`src/rtl/mem_bridge_pkg.sv`:
```
// Shared types for the core-to-memory bridge: FSM states, RV32I load/store funct3
// encodings and the legality / alignment helpers used by the bridge and its lane aligner.
package mem_bridge_pkg;

    typedef enum logic [1:0] {
        IDLE = 2'd0,
        REQ  = 2'd1,
        WAIT = 2'd2,
        DONE = 2'd3
    } mem_bridge_state_t;

    typedef enum logic [2:0] {
        LB_F3  = 3'b000,
        LH_F3  = 3'b001,
        LW_F3  = 3'b010,
        LBU_F3 = 3'b100,
        LHU_F3 = 3'b101
    } load_funct3_t;

    typedef enum logic [2:0] {
        SB_F3 = 3'b000,
        SH_F3 = 3'b001,
        SW_F3 = 3'b010
    } store_funct3_t;

    function automatic logic funct3_legal(input logic is_store, input logic [2:0] funct3);
        logic legal;
        if (is_store) begin
            case (funct3)
                SB_F3, SH_F3, SW_F3: legal = 1'b1;
                default:             legal = 1'b0;
            endcase
        end else begin
            case (funct3)
                LB_F3, LH_F3, LW_F3, LBU_F3, LHU_F3: legal = 1'b1;
                default:                             legal = 1'b0;
            endcase
        end
        return legal;
    endfunction

    // funct3[1:0] encodes the access size identically for loads and stores.
    function automatic logic addr_misaligned(input logic [2:0] funct3, input logic [1:0] offset);
        logic mis;
        case (funct3[1:0])
            2'b01:   mis = offset[0];
            2'b10:   mis = (offset != 2'b00);
            default: mis = 1'b0;
        endcase
        return mis;
    endfunction

endpackage

```
`src/rtl/mem_lane_align.sv`:
```
// Combinational byte-lane steering: places store data/mask on the addressed lanes and
// extracts plus sign/zero-extends load data from a raw memory word.
module mem_lane_align
    import mem_bridge_pkg::*;
(
    input  logic [2:0]  funct3,
    input  logic [1:0]  offset,
    input  logic [31:0] wdata,
    input  logic [31:0] rdata,
    output logic [3:0]  wmask,
    output logic [31:0] wdata_lane,
    output logic [31:0] rdata_ext,
    output logic        misaligned
);

    logic [4:0]  shamt_s;
    logic [31:0] rshift_s;

    assign shamt_s    = {offset, 3'b000};
    assign rshift_s   = rdata >> shamt_s;
    assign misaligned = addr_misaligned(funct3, offset);

    // Store mask and lane-shifted store data
    always_comb begin
        wmask      = 4'b1111;
        wdata_lane = wdata;
        case (funct3[1:0])
            2'b00: begin
                wmask      = 4'b0001 << offset;
                wdata_lane = {24'd0, wdata[7:0]} << shamt_s;
            end
            2'b01: begin
                wmask      = 4'b0011 << offset;
                wdata_lane = {16'd0, wdata[15:0]} << shamt_s;
            end
            default: begin
                wmask      = 4'b1111;
                wdata_lane = wdata;
            end
        endcase
    end

    // Load extraction with sign or zero extension
    always_comb begin
        rdata_ext = 32'd0;
        case (funct3)
            LB_F3:   rdata_ext = {{24{rshift_s[7]}}, rshift_s[7:0]};
            LH_F3:   rdata_ext = {{16{rshift_s[15]}}, rshift_s[15:0]};
            LW_F3:   rdata_ext = rdata;
            LBU_F3:  rdata_ext = {24'd0, rshift_s[7:0]};
            LHU_F3:  rdata_ext = {16'd0, rshift_s[15:0]};
            default: rdata_ext = 32'd0;
        endcase
    end

endmodule

```
`src/rtl/mem_bridge.sv`:
```
// Bridges a held core load/store request onto a valid/ready memory request channel and
// returns a single-cycle response with extended load data or an error flag.
module mem_bridge
    import mem_bridge_pkg::*;
#(
    parameter int unsigned TIMEOUT_CYC = 32'd255
) (
    input  logic        clk,
    input  logic        rst_n,
    input  logic        core_read,
    input  logic        core_write,
    input  logic [31:0] core_addr,
    input  logic [2:0]  core_funct3,
    input  logic [31:0] core_wdata,
    output logic        core_resp,
    output logic        core_err,
    output logic [31:0] core_rdata,
    output logic        mem_valid,
    input  logic        mem_ready,
    output logic        mem_we,
    output logic [31:0] mem_addr,
    output logic [3:0]  mem_wmask,
    output logic [31:0] mem_wdata,
    input  logic        mem_rvalid,
    input  logic [31:0] mem_rdata
);

    localparam int unsigned CNT_W = $clog2(TIMEOUT_CYC + 32'd2);

    mem_bridge_state_t state_q, state_d;
    logic [CNT_W-1:0]  cnt_q, cnt_d, cnt_inc_s;
    logic [1:0]        off_q, off_d;
    logic [2:0]        funct3_q, funct3_d;
    logic              mem_valid_q, mem_valid_d;
    logic              mem_we_q, mem_we_d;
    logic [31:0]       mem_addr_q, mem_addr_d;
    logic [3:0]        mem_wmask_q, mem_wmask_d;
    logic [31:0]       mem_wdata_q, mem_wdata_d;
    logic              core_resp_q, core_resp_d;
    logic              core_err_q, core_err_d;
    logic [31:0]       core_rdata_q, core_rdata_d;

    logic [2:0]        al_funct3_s;
    logic [1:0]        al_off_s;
    logic [3:0]        al_wmask_s;
    logic [31:0]       al_wdata_s;
    logic [31:0]       al_rdata_s;
    logic              al_misal_s;
    logic              timeout_hit_s;

    // In IDLE the aligner checks the live request; afterwards it extracts with the captured fields.
    assign al_funct3_s = (state_q == IDLE) ? core_funct3 : funct3_q;
    assign al_off_s    = (state_q == IDLE) ? core_addr[1:0] : off_q;

    mem_lane_align u_align (
        .funct3     (al_funct3_s),
        .offset     (al_off_s),
        .wdata      (core_wdata),
        .rdata      (mem_rdata),
        .wmask      (al_wmask_s),
        .wdata_lane (al_wdata_s),
        .rdata_ext  (al_rdata_s),
        .misaligned (al_misal_s)
    );

    assign cnt_inc_s     = cnt_q + CNT_W'(1);
    assign timeout_hit_s = (TIMEOUT_CYC != 32'd0) && (cnt_inc_s >= CNT_W'(TIMEOUT_CYC));

    // Next-state, capture and registered-output computation
    always_comb begin
        state_d      = state_q;
        cnt_d        = cnt_q;
        off_d        = off_q;
        funct3_d     = funct3_q;
        mem_we_d     = mem_we_q;
        mem_addr_d   = mem_addr_q;
        mem_wmask_d  = mem_wmask_q;
        mem_wdata_d  = mem_wdata_q;
        core_err_d   = 1'b0;
        core_rdata_d = 32'd0;
        case (state_q)
            IDLE: begin
                if (core_read && core_write) begin
                    state_d    = DONE;
                    core_err_d = 1'b1;
                end else if (core_read || core_write) begin
                    cnt_d    = {CNT_W{1'b0}};
                    off_d    = core_addr[1:0];
                    funct3_d = core_funct3;
                    if (al_misal_s || !funct3_legal(core_write, core_funct3)) begin
                        state_d    = DONE;
                        core_err_d = 1'b1;
                    end else begin
                        state_d     = REQ;
                        mem_we_d    = core_write;
                        mem_addr_d  = {core_addr[31:2], 2'b00};
                        mem_wmask_d = core_write ? al_wmask_s : 4'b0000;
                        mem_wdata_d = core_write ? al_wdata_s : 32'd0;
                    end
                end else begin
                    state_d = IDLE;
                end
            end
            // An accept or a response in the final budget cycle wins over the timeout,
            // so an accepted transaction is never abandoned before it can complete.
            REQ: begin
                cnt_d = cnt_inc_s;
                if (mem_ready) begin
                    state_d = WAIT;
                end else if (timeout_hit_s) begin
                    state_d    = DONE;
                    core_err_d = 1'b1;
                end else begin
                    state_d = REQ;
                end
            end
            WAIT: begin
                cnt_d = cnt_inc_s;
                if (mem_rvalid) begin
                    state_d      = DONE;
                    core_rdata_d = mem_we_q ? 32'd0 : al_rdata_s;
                end else if (timeout_hit_s) begin
                    state_d    = DONE;
                    core_err_d = 1'b1;
                end else begin
                    state_d = WAIT;
                end
            end
            DONE: begin
                state_d = IDLE;
            end
            default: begin
                state_d = IDLE;
            end
        endcase
        mem_valid_d = (state_d == REQ);
        core_resp_d = (state_d == DONE);
    end

    // State, capture and output registers
    always_ff @(posedge clk or negedge rst_n) begin
        if (!rst_n) begin
            state_q      <= IDLE;
            cnt_q        <= {CNT_W{1'b0}};
            off_q        <= 2'd0;
            funct3_q     <= 3'd0;
            mem_valid_q  <= 1'b0;
            mem_we_q     <= 1'b0;
            mem_addr_q   <= 32'd0;
            mem_wmask_q  <= 4'd0;
            mem_wdata_q  <= 32'd0;
            core_resp_q  <= 1'b0;
            core_err_q   <= 1'b0;
            core_rdata_q <= 32'd0;
        end else begin
            state_q      <= state_d;
            cnt_q        <= cnt_d;
            off_q        <= off_d;
            funct3_q     <= funct3_d;
            mem_valid_q  <= mem_valid_d;
            mem_we_q     <= mem_we_d;
            mem_addr_q   <= mem_addr_d;
            mem_wmask_q  <= mem_wmask_d;
            mem_wdata_q  <= mem_wdata_d;
            core_resp_q  <= core_resp_d;
            core_err_q   <= core_err_d;
            core_rdata_q <= core_rdata_d;
        end
    end

    assign mem_valid  = mem_valid_q;
    assign mem_we     = mem_we_q;
    assign mem_addr   = mem_addr_q;
    assign mem_wmask  = mem_wmask_q;
    assign mem_wdata  = mem_wdata_q;
    assign core_resp  = core_resp_q;
    assign core_err   = core_err_q;
    assign core_rdata = core_rdata_q;

endmodule

```
`config.mk`:
```
export PLATFORM = sky130hd
export DESIGN_NAME = mem_bridge
export DESIGN_NICKNAME = d
export VERILOG_FILES = /design/src/rtl/mem_bridge_pkg.sv /design/src/rtl/mem_lane_align.sv /design/src/rtl/mem_bridge.sv
export SDC_FILE = /design/constraint.sdc
export NUM_CORES = 1
export LEC_CHECK = 0
export ABC_AREA = 1
export CORE_UTILIZATION = 70
export CTS_BUF_LIST = sky130_fd_sc_hd__clkbuf_4 sky130_fd_sc_hd__clkbuf_8
export CTS_CLUSTER_SIZE = 16
export DETAILED_ROUTE_END_ITERATION = 7
export DONT_BUFFER_PORTS = 1
export GPL_TIMING_DRIVEN = 0
export HOLD_SLACK_MARGIN = 0.12
export MAX_ROUTING_LAYER = met4
export PLACE_DENSITY_LB_ADDON = 0.2
export SLEW_MARGIN = 20
export SYNTH_ARGS = -nofsm -noshare
export SYNTH_HDL_FRONTEND = slang
export SYNTH_SLANG_ARGS = --single-unit
```
`constraint.sdc`:
```
create_clock -name clk -period 6.05 [get_ports clk]
set_input_delay 1.5125 -clock clk [delete_from_list [all_inputs] [get_ports clk]]
set_output_delay 1.5125 -clock clk [all_outputs]
set_load 0.01 [all_outputs]
```
# == Word-level counts from Yosys, hierarchy flattened ==
# Index checks and enable logic that the tools add are counted.
# op_classes
magnitude_cmp,1
shifts,5
bitwise_logic,2
n_addsub,1
n_mux,35
eq_ne,17
reduce_logical,16
# op_table
op,count
32-bit one-hot mux with 5 select lines,1
32-bit 2-to-1 mux,4
32-bit one-hot mux with 2 select lines,1
16-bit by 5-bit << shifter with 32-bit output,1
8-bit by 5-bit << shifter with 32-bit output,1
32-bit by 5-bit right shift with 16-bit output,1
9-bit 2-to-1 mux,2
9-bit one-hot mux with 2 select lines,1
1-bit 2-to-1 mux,14
3-bit == test (second input constant),4
2-bit 2-to-1 mux,6
9-bit by 1-bit adder with 9-bit output (second input constant),1
9-bit by 8-bit >= comparator with 1-bit output (second input constant),1
2-bit == test (second input constant),4
2-bit one-hot mux with 4 select lines,1
4-bit one-hot mux with 2 select lines,1
2-bit by 1-bit == test with 1-bit output (second input constant),3
3-bit by 1-bit == test with 1-bit output (second input constant),2
3-bit by 2-bit == test with 1-bit output (second input constant),2
3-bit zero test,2
3-bit AND reduction,2
5-bit OR reduction,1
2-bit zero test,2
4-bit 2-to-1 mux,1
15 further kinds,18
# totals
reg_bits,118
inputBits,105
out_inout_bits,104

# == Depth between registers and ports, before layout ==
# logic_depth
ltp_word,14
mapped_depth,19

# == Cells and area by module ==
# Synthesis repeated with hierarchy kept, for this count alone.
# unflattened
cells_unflattened,868
area_unflattened_um2,6343.6
# modules_own_cells
mod,area_per_inst_um2,seq_area_each_um2,cells_per_inst,n_inst
mem_bridge,4795.8,2952.8,537,1
mem_lane_align,1547.7,0.0,331,1

# == Worst setup path after synthesis ==
# Ideal clock, no wire load.
# synth_timing
path_type,input -> register
start,input port core_funct3[1]
end,register mem_wdata_q[13] (netlist: mem_wdata[13])
setup_time_ns,0.083
t_required_ns,5.967
cell_stages,13
n_path_buf,3
slack_ns,2.511
t_arrival_ns,3.457
cell_sequence,inv_1 > nand2_1 > o21ai_1 > clkbuf_1 > ha_1 > clkbuf_1 > clkbuf_1 > nand2_1 > nand2_1 > o21ai_0 > o21ai_0 > o211ai_1 > o21ai_0
# synth_between
elab_chain_len,11
elab_cells_between_ends,24
classes_between,eq/ne: 6; mux: 10; bitwise: 1; reduce/logical: 7
# synth_rtl
item,line_no,rtl
from (decl),mem_bridge.sv:13,"input logic [2:0] core_funct3,"
3-bit by 1-bit == test with 1-bit output (tied with other cells),"mem_bridge_pkg.sv:29, mem_bridge_pkg.sv:34",
5-bit OR reduction / 3-bit OR reduction (equally long branches),"mem_bridge_pkg.sv:34, mem_bridge_pkg.sv:29",
"1-bit 2-to-1 mux, on equally long branches","mem_bridge_pkg.sv:34, mem_bridge_pkg.sv:29",
1-bit 2-to-1 mux,mem_bridge_pkg.sv:28,if (is_store) begin
1-bit 2-to-1 mux,mem_bridge.sv:86,end else if (core_read || core_write) begin
1-bit 2-to-1 mux,mem_bridge.sv:83,if (core_read && core_write) begin
1-bit 2-to-1 mux,mem_bridge.sv:81,case (state_q)
1-bit zero test,mem_bridge.sv:90,"if (al_misal_s || !funct3_legal(core_write, core_funct3)) begin"
1-bit logical OR,mem_bridge.sv:90,
1-bit inverter (no source line),n/a,
4-bit AND reduction (no source line),n/a,
to (signal assigned),mem_bridge.sv:164,mem_wdata_q <= mem_wdata_d;
to (decl),mem_bridge.sv:38,"logic [31:0] mem_wdata_q, mem_wdata_d;"
# Parallel ways exist; a longest one is shown, timed or not. The select of a mux whose other input is x is not followed.
# A chain may end at the register's enable or synchronous reset.

# == Worst setup path in the final report ==
# Same ends and word-level chain as after synthesis.

==> impl_metrics.py <==
metrics = {
    "cts": {
        "clk_pin_slew_ns": 0.08,
        "root_buffer": "clkbuf_8",
        "cts.sinks": 118,
        "clk_path_buf_depth": 2,
        "cts_setup_buffers": 0,
        "clk_latency_ns": 0.44,
        "cts_tree": "yes",
        "cts_hold_buf": 0,
        "htree_levels": 4,
        "cts_made_buffers": 17,
        "cts_resized": 0,
    },
    "global_routing": {
        "gr-total-overflow": 0,
        "grt_pass1_wl_um": 25700,
        "grt_antenna_before_repair": 0,
        "grt_max_degree": 119,
        "grt_pass1_vias": 5248,
        "grt_usage_pct": 40.1,
    },
    "timing": {
        "setup-violations-final": 0,
        "tns_ns": 0,
        "rsz0062_at_grt": "no",
        "relSlewSlack_pct": 44.7,
        "worstMarginPinSlew_ns": 0.826,
        "fin_crit_sh_pct": 67.9,
        "report.final.slew_viol_count": 0,
        "skew_ns": 0.0108,
        "finalHoldViolations": 0,
        "fin_crit_ns": 4.11,
        "fmax_ghz": 0.243,
    },
    "worst_setup_path": {
        "r2r-end": "mem_wdata[13]",
        "worstPathMaxFanout": 11,
        "cp-startpoint": "core_funct3[1]",
        "worst_setup_path_start_kind": "primary input",
        "cp_slowest_cell": "clkbuf_1",
        "arrival_ns": 4.47,
        "cp_data_required_time_ns": 6.41,
        "reg2reg_from": "state_q[0]",
        "max_stage_delay_ns": 0.47,
        "end_kind": "flop",
        "worstRegToRegCells": 14,
        "crit_end": "mem_wdata[13]",
        "path_class": "primary input to flop",
        "crit_chain": "inv_1 -> nand2_1 -> o21ai_1 -> clkbuf_1 -> ha_1 -> clkbuf_1 -> clkbuf_1 -> nand2_1 -> nand2_1 -> o21ai_0 -> o21ai_0 -> o211ai_1 -> o21ai_0",
        "r2r_setup_slack_ns": 2.22,
    },
    "cells_and_area": {
        "area_growth_pct": 9.22,
        "layoutNonFillerInstCount": 874,
        "final_common_cell": "nand2_1",
        "mostFrequentLayoutCells": "nand2_1, dfrtp_1, inv_1, o21ai_0, nor2_1",
        "antenna_cells": 0,
        "finalNetCount": 870,
        "final_area_sq_mm": 0.00649,
        "drive_gt1_share_pct": 11.3,
    },
    "yosys": {
        "synth_cells": 736,
        "ys_seq_area_share_pct": 49.7,
        "yosysWarnings": 0,
        "synth_top_area_share_pct": 49.7,
        "synth_cell_types": 38,
        "ys_seq_elements": 118,
        "synthTopCellsByArea": "dfrtp_1, nand2_1, o21ai_0, inv_1, o22ai_1",
        "yosysTopAreaCell": "dfrtp_1",
        "syn_area_per_cell_sq_um": 8.08,
        "synth_area_sq_mm": 0.00594,
    },
    "power_and_ir_drop": {
        "finalPower_mw": 3.76,
        "cellPowerDensity_mw_per_mm2": 579,
        "vdd_ir_drop_max_uv": 298,
        "p_leak_nw": 3.41,
    },
    "drt": {
        "drt_iter0_drc": 479,
        "dr.pass1.iters": 7,
        "drcViolationCount": 0,
        "vias_per_cell": 6.22,
        "wire_per_inst_um": 19.5,
        "ant_nets": 0,
        "num_vias": 5439,
        "drt_wl_total_um": 17100,
    },
    "floorplan": {
        "ioPinCount": 209,
        "initial_utilization_pct": 72.3,
        "coreArea_sq_mm": 0.00822,
        "die_area_sq_mm": 0.00886,
        "dieWidth_um": 94.2,
        "rows": 33,
        "die_h_um": 94.2,
    },
    "placed_design": {
        "placed_cells": 842,
        "place_area_sq_mm": 0.00608,
        "gp_congestion": 0.967,
        "numPortBuffers": 0,
        "hpwl_um": 12100,
    },
    "job": {
        "cap_violations": 0,
    },
    "status": {
        "status": "finished clean",
    },
    "hold_path": {
        "hp-class": "flop to flop",
    },
}
flip-flops by register name, indices dropped and copies added, names as in the netlist:
signal and flops:
mem_we 1, mem_addr 30, mem_valid 1, mem_wmask 4
core_err 1, core_resp 1, core_rdata 32, cnt_q 9
off_q 2, funct3_q 3, state_q 2, mem_wdata 32
cells by family after synthesis:
logic type | after synthesis | synth area share, %
muxes | 2 | 0.379
xor gates and xnor gates | 1 | 0.147
and+or+nand+nor | 300 | 21.2
other | 1 | 0.0631
DFF | 118 | 49.7
AOI/OAI and AO/OA | 177 | 17.5
adders and majority gates | 9 | 1.89
buffers and inverters | 128 | 9.20
final cells by class:
class                           instances  area [sq um]
Sequential cell                       118          2950
Multi-Input combinational cell        491          2450
Fill cell                             548          1720
Inverter                               88           335
Clock buffer                           18           248
Buffer                                 40           211
Clock inverter                         14           165
Tap cell                              105           131
cells in the mapped netlist, drive strengths merged:
master	count
a211oi	1
a21oi	22
a22oi	13
a31oi	1
buf	24
clkbuf	16
conb	1
dfrtp	118
ha	9
inv	88
mux2	2
nand2	219
nand3	17
nand3b	1
nand4	3
nor2	43
nor3	16
o211ai	14
o21a	1
o21ai	96
o21bai	1
o22ai	27
o31ai	1
or2	1
xor2	1
critical path, delay by kind of cell:
family,cells,cell delay (ns)
AO/OA/AOI/OAI,5,0.98
adder cells (fa/ha/maj),1,0.23
buffers and inverters,4,1.42
AND/OR/NAND/NOR,3,0.31
worst min-delay path by stage:
stage                      from          end  slack (ns)  cells past startpoint
floorplan           funct3_q[0]  funct3_q[0]        0.45                      2
global placement    funct3_q[0]  funct3_q[0]        0.47                      2
detailed placement  funct3_q[1]  funct3_q[1]        0.48                      2
CTS                 funct3_q[1]  funct3_q[1]        0.50                      2
global route        funct3_q[1]  funct3_q[1]        0.51                      2
finish              funct3_q[1]  funct3_q[1]        0.50                      2
stage by stage:
stage               setup slack, ns  util [%]  hold WS (ns)
finish                         1.94      79.0         0.497
CTS                            2.07      79.0         0.495
global route                   1.76      79.0         0.515
floorplan                      2.51         -         0.453
global placement               1.75      74.0         0.467
detailed placement             1.63      74.0         0.478
report_power, final:
group,leakage (nW),internal [mW],switching (mW)
combinational,1.64,0.526,1.16
sequential,1.56,1.04,0.284
clock,0.203,0.388,0.366
total,3.41,1.95,1.81
metal layers:
| layer | wire (um) | part of all wire [%] | GRT usage, % |
|---|---|---|---|
| met1 | 6110 | 36 | 45.6 |
| met2 | 8030 | 47 | 62.0 |
| met3 | 2200 | 13 | 15.5 |
| met4 | 714 | 4.2 | 19.5 |
| met5 | 0 | 0 | - |
No activity file was read; power rests on OpenSTA's default activity.
